[src/rtl/button_intr_ctrl_pkg.sv]
// Shared definitions for the push-button interrupt front-end:
// handshake FSM encodings and the board-clock debounce default.
package button_intr_ctrl_pkg;

  typedef enum logic [1:0] {
    ST_IDLE = 2'd0,
    ST_REQ  = 2'd1,
    ST_WAIT = 2'd2
  } state_t;

  localparam int DEFAULT_DEBOUNCE_CYCLES = 8;

endpackage

[src/rtl/button_intr_ctrl_debounce.sv]
// Single-channel button conditioner: 2-flop synchroniser, saturating-free
// debounce counter, debounced level and a one-cycle press pulse.
module btn_debounce
  import button_intr_ctrl_pkg::*;
#(
  parameter int DEBOUNCE_CYCLES = DEFAULT_DEBOUNCE_CYCLES,
  parameter int CNT_W           = 4
) (
  input  logic i_clk,
  input  logic i_rst,
  input  logic i_btn_n,
  output logic o_level,
  output logic o_press
);

  logic             r_sync1;
  logic             r_sync2;
  logic             r_level;
  logic             r_press;
  logic [CNT_W-1:0] r_cnt;
  logic             w_sample;

  assign w_sample = ~r_sync2;

  // The counter stops at DEBOUNCE_CYCLES-1, where the level flips and it clears.
  always_ff @(posedge i_clk or posedge i_rst) begin
    if (i_rst) begin
      r_sync1 <= 1'b1;
      r_sync2 <= 1'b1;
      r_level <= 1'b0;
      r_press <= 1'b0;
      r_cnt   <= '0;
    end else begin
      r_sync1 <= i_btn_n;
      r_sync2 <= r_sync1;
      r_press <= 1'b0;
      if (w_sample == r_level) begin
        r_cnt <= '0;
      end else if (r_cnt == CNT_W'(DEBOUNCE_CYCLES - 1)) begin
        r_cnt   <= '0;
        r_level <= ~r_level;
        r_press <= ~r_level;
      end else begin
        r_cnt <= r_cnt + CNT_W'(1);
      end
    end
  end

  assign o_level = r_level;
  assign o_press = r_press;

endmodule

[src/rtl/button_intr_ctrl.sv]
// N-channel push-button front-end: debounced presses latch pending bits,
// served one vector at a time to the CPU through an irq/ack handshake.
module button_intr_ctrl
  import button_intr_ctrl_pkg::*;
#(
  parameter int N_CH            = 4,
  parameter int DEBOUNCE_CYCLES = DEFAULT_DEBOUNCE_CYCLES,
  parameter int CNT_W           = 4,
  parameter int VEC_W           = 4
) (
  input  logic             clk,
  input  logic             reset,
  input  logic [N_CH-1:0]  buttons,
  input  logic [N_CH-1:0]  intr_mask,
  input  logic             intr_ack,
  output logic             irq,
  output logic [VEC_W-1:0] irq_vec,
  output logic [N_CH-1:0]  pending,
  output logic [N_CH-1:0]  btn_state
);

  logic [N_CH-1:0]  w_level;
  logic [N_CH-1:0]  w_press;
  logic [N_CH-1:0]  w_req;
  logic [N_CH-1:0]  w_clr;
  logic [N_CH-1:0]  r_pending;
  logic             r_irq;
  logic [VEC_W-1:0] r_vec;
  state_t           r_state;

  for (genvar g = 0; g < N_CH; g++) begin : g_ch
    btn_debounce #(
      .DEBOUNCE_CYCLES(DEBOUNCE_CYCLES),
      .CNT_W          (CNT_W)
    ) u_db (
      .i_clk  (clk),
      .i_rst  (reset),
      .i_btn_n(buttons[g]),
      .o_level(w_level[g]),
      .o_press(w_press[g])
    );
  end

  // Lowest index wins: scan downwards so the last hit is the smallest.
  function automatic logic [VEC_W-1:0] f_prio(input logic [N_CH-1:0] req);
    logic [VEC_W-1:0] idx;
    idx = '0;
    for (int i = N_CH - 1; i >= 0; i--) begin
      if (req[i]) idx = VEC_W'(i);
    end
    return idx;
  endfunction

  assign w_req = r_pending & intr_mask;

  always_comb begin
    w_clr = '0;
    for (int i = 0; i < N_CH; i++) begin
      w_clr[i] = (r_state == ST_REQ) && intr_ack && (r_vec == VEC_W'(i));
    end
  end

  // A new press in the same cycle as its clear keeps the bit set.
  always_ff @(posedge clk or posedge reset) begin
    if (reset) begin
      r_pending <= '0;
    end else begin
      r_pending <= (r_pending & ~w_clr) | (w_press & intr_mask);
    end
  end

  always_ff @(posedge clk or posedge reset) begin
    if (reset) begin
      r_state <= ST_IDLE;
      r_irq   <= 1'b0;
      r_vec   <= '0;
    end else begin
      case (r_state)
        ST_IDLE: begin
          if (|w_req) begin
            r_vec   <= f_prio(w_req);
            r_irq   <= 1'b1;
            r_state <= ST_REQ;
          end
        end
        ST_REQ: begin
          if (intr_ack) begin
            r_irq   <= 1'b0;
            r_state <= ST_WAIT;
          end
        end
        ST_WAIT: begin
          if (!intr_ack) r_state <= ST_IDLE;
        end
        default: begin
          r_irq   <= 1'b0;
          r_state <= ST_IDLE;
        end
      endcase
    end
  end

  assign irq       = r_irq;
  assign irq_vec   = r_vec;
  assign pending   = r_pending;
  assign btn_state = w_level;

endmodule

[config.mk]
export PLATFORM = sky130hd
export DESIGN_NAME = button_intr_ctrl
export DESIGN_NICKNAME = d
export VERILOG_FILES = /design/src/rtl/button_intr_ctrl_pkg.sv /design/src/rtl/button_intr_ctrl_debounce.sv /design/src/rtl/button_intr_ctrl.sv
export SDC_FILE = /design/constraint.sdc
export NUM_CORES = 1
export LEC_CHECK = 0
export ABC_AREA = 0
export CORE_MARGIN = 2
export CORE_UTILIZATION = 53
export DETAILED_ROUTE_END_ITERATION = 16
export HOLD_SLACK_MARGIN = 0.06
export PLACE_DENSITY = 0.78
export RECOVER_POWER = 50
export SYNTH_ARGS = -nofsm -noshare
export SYNTH_HDL_FRONTEND = slang
export SYNTH_HIERARCHICAL = 1
export SYNTH_SLANG_ARGS = --single-unit
[constraint.sdc]
create_clock -name clk -period 1.7 [get_ports clk]
set_input_delay 0.255 -clock clk [delete_from_list [all_inputs] [get_ports clk]]
set_output_delay 0.255 -clock clk [all_outputs]
set_load 0.1 [all_outputs]
# Word level (Yosys, flattened, before mapping)
# Cells that the tools add are included.
[word_totals]
ff_bits = 43
latch_bits = 0
mem_bits_rw = 0
mem_bits_ro = 0
elab_cells = 104
memories = 0
[op_classes]
n_addsub = 4
n_mul = 0
div_mod_pow = 0
order_cmp = 0
n_eq_ne = 16
shifts = 0
mux = 27
bitwise = 18
n_reduce_logical = 15
[ops]
columns = ["cell", "n"]
rows = [
  ["two-way mux 4 bit", 11],
  ["adder 4 x 1 -> 4 bit (second input constant)", 4],
  ["== test 4 x 3 -> 1 bit (second input constant)", 4],
  ["inverter 1 bit", 13],
  ["bitwise AND 4 bit", 3],
  ["two-way mux 1 bit", 10],
  ["AND reduction 2 bit", 5],
  ["== test 4 x 2 -> 1 bit (second input constant)", 2],
  ["two-way mux 2 bit", 4],
  ["!= test 2 bit (second input constant)", 3],
  ["one-hot mux 2 bit (3 select lines)", 1],
  ["AND reduction 3 bit", 2],
  ["logical AND 1 bit", 5],
  ["== test 1 bit", 4],
  ["== test 4 x 1 -> 1 bit (second input constant)", 1],
  ["logical NOT 4 bit", 1],
  ["inverter 4 bit", 1],
  ["bitwise OR 4 bit", 1],
  ["OR reduction 4 bit", 1],
  ["one-hot mux 1 bit (3 select lines)", 1],
  ["== test 2 x 1 -> 1 bit (second input constant)", 1],
  ["== test 2 bit (second input constant)", 1],
  ["logical NOT 2 bit", 1],
]

# Depth between registers and ports, before layout
# Gate-level depths: netlist of run 1.
[logic_depth]
depth_word = 6
ltp_mapped = 3
depth_no_buf = 3

# Hierarchy
# Netlist of run 1, hierarchy kept.
[by_module_without_submodules]
columns = ["mod", "instances", "cells_each", "area_each_um2", "seq_area_each_um2"]
rows = [
  ["btn_debounce", 4, 23, 315.3, 202.7],
  ["button_intr_ctrl", 1, 45, 442.9, 225.2],
]

# Worst setup path before layout of run 1
# No wires, ideal clock.
[synth_timing]
path_kind = "reg-to-reg"
startpoint = "reg r_pending[1] (netlist: pending[1])"
endpoint = "reg r_irq (netlist: irq)"
setup_ns = 0.127
arrival_time_ns = 1.653
required_time_ns = 1.573
path_slack_ns = -0.080
stages_incl_launch_ff = 4
cell_sequence = "dfrtp_1 a22o_1 a221o_1 a221o_1"
[synth_between]
elab_chain_len = 4
[synth_lines]
columns = ["element", "line", "source"]
rows = [
  ["start: declaration", "button_intr_ctrl.sv:26", "logic [N_CH-1:0] r_pending;"],
  ["start signal: assignment", "button_intr_ctrl.sv:68", "r_pending <= (r_pending & ~w_clr) | (w_press & intr_mask);"],
  ["bitwise AND 4 bit", "button_intr_ctrl.sv:54", "assign w_req = r_pending & intr_mask;"],
  ["OR reduction 4 bit", "button_intr_ctrl.sv:80", "if (|w_req) begin"],
  ["!= test 2 bit (no line)", "--", ""],
  ["AND reduction 3 bit (no line)", "--", ""],
  ["end signal: assignment", "button_intr_ctrl.sv:75", "r_irq <= 1'b0;"],
  ["end signal: assignment", "button_intr_ctrl.sv:82", "r_irq <= 1'b1;"],
  ["end signal: assignment", "button_intr_ctrl.sv:88", "r_irq <= 1'b0;"],
  ["end: declaration", "button_intr_ctrl.sv:27", "logic r_irq;"],
]
# No other way between the ends.
# A chain may end at the register's enable or synchronous reset.

# Worst setup path after layout of run 1
# Ends and elaborated chain as after synthesis.

==> results of run 1 <==
[cell families (layout without fill, tap and decap cells)]
| logic type | Yosys count | after routing | synth area share |
|---|---|---|---|
| mux | 4 | 4 | 0.0235 |
| simple gates | 43 | 43 | 0.153 |
| other cells | 1 | 2 | 0.00220 |
| fa+ha+maj | 4 | 4 | 0.0294 |
| xor+xnor | 13 | 13 | 0.0668 |
| buf+inv | 12 | 41 | 0.0308 |
| compound gates | 19 | 19 | 0.0866 |
| flops | 41 | 41 | 0.608 |
[area by class of cell]
cell class	instances	area (sq um)
timing repair buffer	23	335
tap	44	55.1
inverter	10	37.5
clock buffer	6	51.3
clock inverter	2	13.8
sequential	41	1040
multi-input combinational	85	619
fill	236	902
[through the flow]
step / utilization / worst slack [ns] / power (uW)
after floorplan: - / 0.0764 / 2580
after global placement: 0.683 / 0.0681 / 3150
after detailed placement: 0.683 / 0.0270 / 3220
after CTS: 0.705 / 0.290 / 3730
after global routing: 0.705 / 0.239 / 3900
final: 0.705 / 0.296 / 3690
[sequential cells by signal, indices dropped and copies added (netlist names)]
| signal | cells |
|---|---|
| irq_vec | 2 |
| g_ch.u_db/r_cnt | 16 |
| g_ch.u_db/o_press | 4 |
| pending | 4 |
| r_state | 2 |
| irq | 1 |
| g_ch.u_db/o_level | 4 |
| g_ch.u_db/r_sync2 | 4 |
| g_ch.u_db/r_sync1 | 4 |
[per-layer routing]
metal | share of wire | vias up | routed length [um] | global-route usage
li1 | - | 538 | - | -
met1 | 0.43 | 567 | 1260 | 0.230
met2 | 0.52 | 24 | 1530 | 0.320
met3 | 0.044 | 2 | 131 | 0.0533
met4 | 0.0081 | 0 | 24 | 0.0652
met5 | 0 | - | 0 | 0
[power breakdown]
group          internal [uW]  switching (uW)  total, uW
logic                    641            1010       1650
clock network            202             298        500
registers               1210             325       1540
total                   2060            1630       3690
[worst paths after layout]
check                      depth (start not counted)                 start                     to  slack (ns)
max                                                3            pending[1]                    irq        0.30
min                                                0  g_ch[2].u_db/r_sync1   g_ch[2].u_db/r_sync2        0.35
max reg2reg                                        3            pending[1]                    irq        0.30
min reg2reg                                        0  g_ch[2].u_db/r_sync1   g_ch[2].u_db/r_sync2        0.35
max in group asynchronous                          2                 reset   g_ch[0].u_db/r_sync2        1.01
min in group asynchronous                          2                 reset  g_ch[2].u_db/r_cnt[0]        0.38
[placed cells by master (no fill, tap or decap)]
cell type,n
mux2i_1,4
dfrtp_2,2
nand3b_1,4
clkinv_4,1
buf_4,2
dfstp_2,8
and2_1,5
nor2_1,6
buf_12,11
and4b_1,4
inv_1,10
dfrtp_1,31
o211a_1,4
xor2_1,5
nor2b_1,1
clkinv_2,1
clkbuf_4,5
xnor2_1,8
dlygate4sd3_1,5
o21a_1,1
nor3b_1,4
nand2_1,9
and4bb_1,1
nand4_1,4
a32o_1,1
a21oi_1,5
ha_1,4
clkbuf_8,1
o21ai_0,2
conb_1,2
nor3_1,4
nand4b_1,1
a22o_1,4
clkdlybuf4s50_1,5
a221o_1,2
==> metrics.md, run 1 <==
| Metric | Value |
|---|---|
| Initial Utilization | `0.558` |
| Vias in the first global route | `1135` |
| Number of synthesized flops with an enable pin | `0` |
| Vias per std cell | `5.36` |
| Nature of the critical path endpoint | `register` |
| Largest stage delay, worst path | `0.45 ns` |
| Post-cts sizing count | `0` |
| Synthesized instance count | `137` |
| Synth area leaders | `dfrtp_1, dfstp_2, xnor2_1, ha_1, xor2_1` |
| Chip height | `60.7 um` |
| RSZ-0062 raised after global routing | `no` |
| First-pass GRT wire length | `5000 um` |
| Clk slew on worst S/H paths | `0.13 ns` |
| Synth Warn # | `6` |
| Endpoints failing hold | `0` |
| CP max-delay cell | `dfrtp_2` |
| Max Freq | `0.712 GHz` |
| CP required | `1.92 ns` |
| Clock Latency Late Sink | `0.34 ns` |
| CTS Sinks | `41` |
| CTS Buf Count | `5` |
| Hold-fix buffers at CTS | `0` |
| Top_reg_cell synth | `dfrtp_1` |
| Clock root buffer | `clkbuf_4` |
| Post-route insts no fill | `211` |
| DR iter-0 viols | `42` |
| Count leader, synth | `dfrtp_1` |
| Worst path top cell family by delay | `compound AO/OA/AOI/OAI gates` |
| Core area | `0.00305 sq mm` |
| Max Clock Skew | `0.0140 ns` |
| Wirelength per Cell | `14.0 um` |
| Crit start category | `register` |
| Drt total wl | `2950 um` |
| Dpl cell area | `0.00209 sq mm` |
| Worst path bufs/invs | `0` |
| # rows | `20` |
| Cell variety after synth | `27` |
| Pleak | `0.00106 uW` |
| Cell mode on critical path | `a221o_1` |
| Remaining DRCs | `0` |
| Die ar. | `0.00369 sq mm` |
| Post-synth top area share | `0.485` |
| Routed vias | `1131` |
| Cells after DPL | `203` |
| DPL Wire Length | `2300 um` |
| Final GP Congestion | `0.908` |
| Clock buffer depth | `2` |
| N_diodes | `0` |
| Total negative slack | `0 ns` |
| Min-Delay Path Class | `reg -> reg` |
| Max-Cap Viols | `0` |
| Num ports | `24` |
| Synth cell count leaders | `dfrtp_1, inv_1, nand2_1` |
| Sequential fraction of the synthesis area | `0.608` |
| Outcome | `completed` |
| Area growth syn-to-layout | `26.2%` |
| CTS tree | `done` |
| Pwr Density | `1710 mW/mm^2` |
| H-tree depth | `2` |
| Post-CTS setup buffer count | `0` |
| Hold slack | `0.350 ns` |
| Total track usage | `0.188` |
| DRT Pass-1 Iters | `4` |
| IO Port Bufs | `21` |
| Mapped Avg Cell Area | `12.4 sq um` |
| Largest net degree at the start of global routing | `14` |
| Final min period | `1.40 ns` |
| Tcrit/Tclk final | `0.826` |
| Crit path DAT | `1.62 ns` |
| Synth area leader | `dfrtp_1` |
| Type of the worst setup path | `reg -> reg` |
| Crit path cell chain | `a22o_1, a221o_1, a221o_1` |
| Final-report setup violation count | `0` |
| Die Wd | `60.7 um` |
| Antenna Nets Post-Route | `0` |
| GR Overflow Total | `0` |
| Mapped Area | `0.00170 sq mm` |
| Max-slew violation count | `0` |
| Post-route cell area | `0.00215 sq mm` |
| Initial antenna violation count | `0` |
| VDD IR max | `888 uV` |
| FFs w/ async S/R, synth | `1.00` |
| #FFs+latches synth | `41` |
| Final net count | `181` |
| Layout cell share with drive strength beyond 1 | `0.186` |
| CP Max Fanout | `4` |
No activity file was read; power rests on OpenSTA's default activity.
==> inputs of run 2 (changes only) <==
==> constraint.sdc (replaced) <==
create_clock -name clk -period 1.4 [get_ports clk]
set_input_delay 0.21 -clock clk [delete_from_list [all_inputs] [get_ports clk]]
set_output_delay 0.21 -clock clk [all_outputs]
set_load 0.1 [all_outputs]
==> run 2 against run 1 <==
The run now ends with setup timing left. Global-route usage rose by 1.6 points. Cell count increased by 2.8%. Final area rose by 2.0%. Clock power up 13%. First-iteration DRC count increased by 19%. Power is 22% higher. Maximum frequency is 1.3% lower. Core utilization increased by 1.4 points. Clock skew shrank 0.0056 ns. Setup slack got worse by 0.32 ns. Highest routed layer unchanged.
==> metrics.md, run 2 (synthesized netlist as in run 1, its figures left out) <==
| Metric | Value |
|---|---|
| Outcome | `complete, but fails checks` |
| Failing checks | `setup timing` |
| Crit start category | `register` |
| Routed vias | `1169` |
| GR Overflow Total | `0` |
| Initial Utilization | `0.558` |
| First-pass GRT wire length | `5350 um` |
| Final-report setup violation count | `2` |
| Fillers | `215` |
| Clock Latency Late Sink | `0.35 ns` |
| Wirelength per Cell | `14.4 um` |
| Total track usage | `0.204` |
| Layout cell share with drive strength beyond 1 | `0.254` |
| Min-Delay Path Class | `in -> async` |
| Most common cell after layout, fill and taps aside | `dfrtp_1` |
| DR iter-0 viols | `50` |
| Crit path DAT | `1.66 ns` |
| VDD IR max | `1180 uV` |
| Pleak | `0.00107 uW` |
| Total negative slack | `-0.0414 ns` |
| CP required | `1.64 ns` |
| Max-Cap Viols | `0` |
| Max-slew violation count | `0` |
| Die Wd | `60.7 um` |
| IO Port Bufs | `21` |
| Tot Pwr | `4510 uW` |
| CP Max Fanout | `2` |
| Largest net degree at the start of global routing | `13` |
| Drt total wl | `3130 um` |
| Vias in the first global route | `1184` |
| RSZ-0062 raised after global routing | `yes` |
| Chip height | `60.7 um` |
| Cells after DPL | `208` |
| Final min period | `1.42 ns` |
| Pre-CTS setup slack | `-0.236 ns` |
| Initial antenna violation count | `0` |
| Clk slew on worst S/H paths | `0.12 ns` |
| Area growth syn-to-layout | `28.8%` |
| Most frequent cells in the layout | `dfrtp_1, buf_12, inv_1` |
| CTS Buf Count | `5` |
| Antenna Nets Post-Route | `0` |
| Largest Register | `g_ch.u_db/r_cnt` |
| DRT Pass-1 Iters | `4` |
| Num ports | `24` |
| Clock root buffer | `clkbuf_4` |
| Pwr Density | `2060 mW/mm^2` |
| N_diodes | `0` |
| Core area | `0.00305 sq mm` |
| Die ar. | `0.00369 sq mm` |
| DPL Wire Length | `2400 um` |
| H-tree depth | `2` |
| Final GP Congestion | `0.875` |
| # rows | `20` |
| Tcrit/Tclk final | `1.02` |
| Max Clock Skew | `0.00843 ns` |
| Max reg flops | `16` |
| Final Util | `0.719` |
| Endpoints failing hold | `0` |
| Max Freq | `0.703 GHz` |
| Vias per std cell | `5.39` |
| Type of the worst setup path | `reg -> reg` |
| Nature of the critical path endpoint | `register` |
| CTS Sinks | `41` |
| Clock buffer depth | `2` |
| Remaining DRCs | `0` |
| CTS tree | `done` |
| Final net count | `187` |
| Setup ws final | `-0.0225 ns` |
| Post-route insts no fill | `217` |
-- run 2: worst paths after layout --
kind / cells past startpoint / start / to / slack, ns
min in group clk: 0 / g_ch[2].u_db/r_sync1 / g_ch[2].u_db/r_sync2 / 0.36
max in group asynchronous: 2 / reset / pending[1] / 0.75
min: 2 / reset / g_ch[2].u_db/o_press / 0.34
max: 3 / pending[1] / irq / -0.02
max reg2reg: 3 / pending[1] / irq / -0.02
min reg2reg: 0 / g_ch[2].u_db/r_sync1 / g_ch[2].u_db/r_sync2 / 0.36
-- run 2: critical path: stages, from the launching register on --
cell and delay (ns):
dfrtp_4 0.49, a22o_1 0.23, a221o_1 0.29, a221o_1 0.31
-- run 2: cell type report --
type                            count  area, sq um  area share
Clock buffer                        6         41.3      0.0188
Clock inverter                      2         10.0     0.00456
Inverter                           10         37.5      0.0171
Multi-Input combinational cell     85          619       0.282
Sequential cell                    41         1050       0.479
Tap cell                           44         55.1      0.0251
Timing Repair Buffer               29          380       0.173
-- run 2: power breakdown --
group / switching (uW) / total (uW) / internal, uW
registers: 369 / 1860 / 1490
logic: 1260 / 2080 / 826
clock network: 373 / 564 / 192
-- run 2: layer usage --
layer  global-route usage  up-vias  wire, um
met2                0.310       47      1500
met3               0.0768        5       199
li1                     -      543         -
met1                0.268      574      1400
met4               0.0776        0        32
met5                    0        -         0
-- run 2: repair_timing --
item,in CTS,in global routing
hold buffers,0,0
gates resized for setup,0,0
endpoints found under the setup margin,1,1
setup buffers,0,1
pin swaps,0,0
-- run 2: through the flow --
step	hold slack, ns	instance area, sq um
after floorplan	0.0242	1720
after global placement	0.346	2140
after detailed placement	0.349	2140
after CTS	0.233	2190
after global routing	0.357	2190
final	0.335	2190
==> inputs of run 3 (changes only) <==
--- a/config.mk
+++ b/config.mk
@@ -7,10 +7,9 @@
 export LEC_CHECK = 0
 export ABC_AREA = 0
 export CORE_MARGIN = 2
-export CORE_UTILIZATION = 53
+export CORE_UTILIZATION = 37
 export DETAILED_ROUTE_END_ITERATION = 16
 export HOLD_SLACK_MARGIN = 0.06
-export PLACE_DENSITY = 0.78
 export RECOVER_POWER = 50
 export SYNTH_ARGS = -nofsm -noshare
 export SYNTH_HDL_FRONTEND = slang
==> run 3 against run 2 <==
The run still ends with setup timing left. Sequential share of layout area fell by 1.0 points. Sequential power barely moved. Via count fell by 3.0%. Wire length fell by 2.6%. Count of clock-buffer cells in the layout rose by 2. Power rose by 3.9%. Critical path depth did not move. Flip-flop and latch count did not move. Largest cell class unchanged. Highest routed layer unchanged.
==> metrics.md, run 3 (synthesized netlist as in run 1, its figures left out) <==
| Metric | Value |
|---|---|
| Outcome | `complete, but fails checks` |
| Failing checks | `setup timing` |
| Clock root buffer | `clkbuf_8` |
| Max-Cap Viols | `0` |
| Type of the worst setup path | `reg -> reg` |
| Die Wd | `71.9 um` |
| GR Overflow Total | `0` |
| Clock buffer depth | `2` |
| Wirelength per Cell | `13.6 um` |
| Final min period | `1.44 ns` |
| CTS tree | `done` |
| Antenna Nets Post-Route | `0` |
| Vias in the first global route | `1193` |
| Pwr Density | `2090 mW/mm^2` |
| Power share of the clock group | `0.163` |
| Max Freq | `0.696 GHz` |
| Hold slack | `0.357 ns` |
| Cell Int Power | `2710 uW` |
| Hold-fix buffers at CTS | `0` |
| DR iter-0 viols | `73` |
| Drt total wl | `3050 um` |
| Comb pwr share | `0.440` |
| Max-slew violation count | `0` |
| Tot Pwr | `4690 uW` |
| Initial antenna violation count | `0` |
| Area growth syn-to-layout | `31.6%` |
| Most common cell after layout, fill and taps aside | `dfrtp_1` |
| CTS Buf Count | `5` |
| Clock Latency Late Sink | `0.28 ns` |
| Endpoints failing hold | `0` |
| Chip height | `71.9 um` |
| DPL Wire Length | `2380 um` |
| Layout cell share with drive strength beyond 1 | `0.249` |
| RSZ-0062 raised after global routing | `yes` |
| Most frequent cells in the layout | `dfrtp_1, buf_12, inv_1` |
| Largest net degree at the start of global routing | `13` |
| Pleak | `0.00108 uW` |
| Remaining DRCs | `0` |
| CP required | `1.56 ns` |
| Crit path DAT | `1.60 ns` |
| Die ar. | `0.00516 sq mm` |
| Total track usage | `0.136` |
| Final net count | `187` |
| Final GP Congestion | `0.809` |
| # rows | `24` |
| Nature of the critical path endpoint | `register` |
| CP Max Fanout | `2` |
| Final-report setup violation count | `1` |
| First-pass GRT wire length | `5440 um` |
| Clk slew on worst S/H paths | `0.07 ns` |
| Largest Register | `g_ch.u_db/r_cnt` |
| Max Clock Skew | `0.00429 ns` |
| Sequential fraction of design power | `0.397` |
| VDD IR max | `764 uV` |
| Max reg flops | `16` |
| DRT Pass-1 Iters | `4` |
| Core area | `0.00438 sq mm` |
| Switch share | `0.422` |
| Routed vias | `1134` |
| Post-CTS setup buffer count | `0` |
| CTS Sinks | `41` |
| Tcrit/Tclk final | `1.03` |
| Post-cts sizing count | `0` |
| IO Port Bufs | `21` |
| Min-Delay Path Class | `reg -> reg` |
| Num ports | `24` |
| N_diodes | `0` |
| H-tree depth | `2` |
| Setup ws final | `-0.0373 ns` |
| Vias per std cell | `5.04` |
| Net load switching power | `1980 uW` |
| Initial Utilization | `0.389` |
| Crit start category | `register` |
==> run 3: cell count changes in the layout (fill, tap and decap cells not counted) <==
cell / before / now
clkbuf_8: 0 / 6
clkbuf_4: 5 / 0
clkinv_2: 2 / 0
clkbuf_1: 1 / 2
==> run 3: critical path, cell delays in order, from the launching register on <==
cell and delay [ns]:
dfrtp_4 0.47, a22o_1 0.24, a221o_1 0.29, a221o_1 0.32
==> run 3: area by class of cell <==
class                      count  area, sq um
clock buffer                   8         90.1
inverter                      10         37.5
timing repair buffer          29          380
sequential                    41         1050
multi-input combinational     85          619
tap                           52         65.1
fill                         388         2140
==> run 3: worst paths after layout <==
kind / slack, ns / to / cells after the start / start
max: -0.04 / irq / 3 / pending[1]
min: 0.36 / g_ch[2].u_db/r_sync2 / 0 / g_ch[2].u_db/r_sync1
max reg2reg: -0.04 / irq / 3 / pending[1]
min reg2reg: 0.36 / g_ch[2].u_db/r_sync2 / 0 / g_ch[2].u_db/r_sync1
max in group asynchronous: 0.68 / pending[1] / 2 / reset
min in group asynchronous: 0.42 / g_ch[1].u_db/o_press / 2 / reset
==> run 3: stage by stage <==
step | worst slack, ns | instance area, sq um | setup TNS (ns) | std cells | util
after floorplan | -0.160 | 1720 | -0.188 | 138 | -
after global placement | -0.205 | 2150 | -0.277 | 217 | 0.491
after detailed placement | -0.255 | 2150 | -0.368 | 217 | 0.491
after CTS | -0.0386 | 2240 | -0.0386 | 225 | 0.512
after global routing | -0.0793 | 2240 | -0.0793 | 225 | 0.512
final | -0.0373 | 2240 | -0.0373 | 225 | 0.512
==> run 3: power by group through the flow <==
stage	Sequential (uW)	Combinational, uW	Clock [uW]
finish	1860	2060	765
global route	1920	2190	850
CTS	1860	2080	795
detailed placement	1880	2080	0
global placement	1860	2040	0
floorplan	2590	566	0
==> run 3: metal layers <==
layer,vias to the layer above,routed length [um],GRT usage
li1,544,-,-
met2,28,1450,0.218
met3,5,162,0.0366
met4,0,34,0.0587
met5,-,0,0
met1,557,1400,0.173
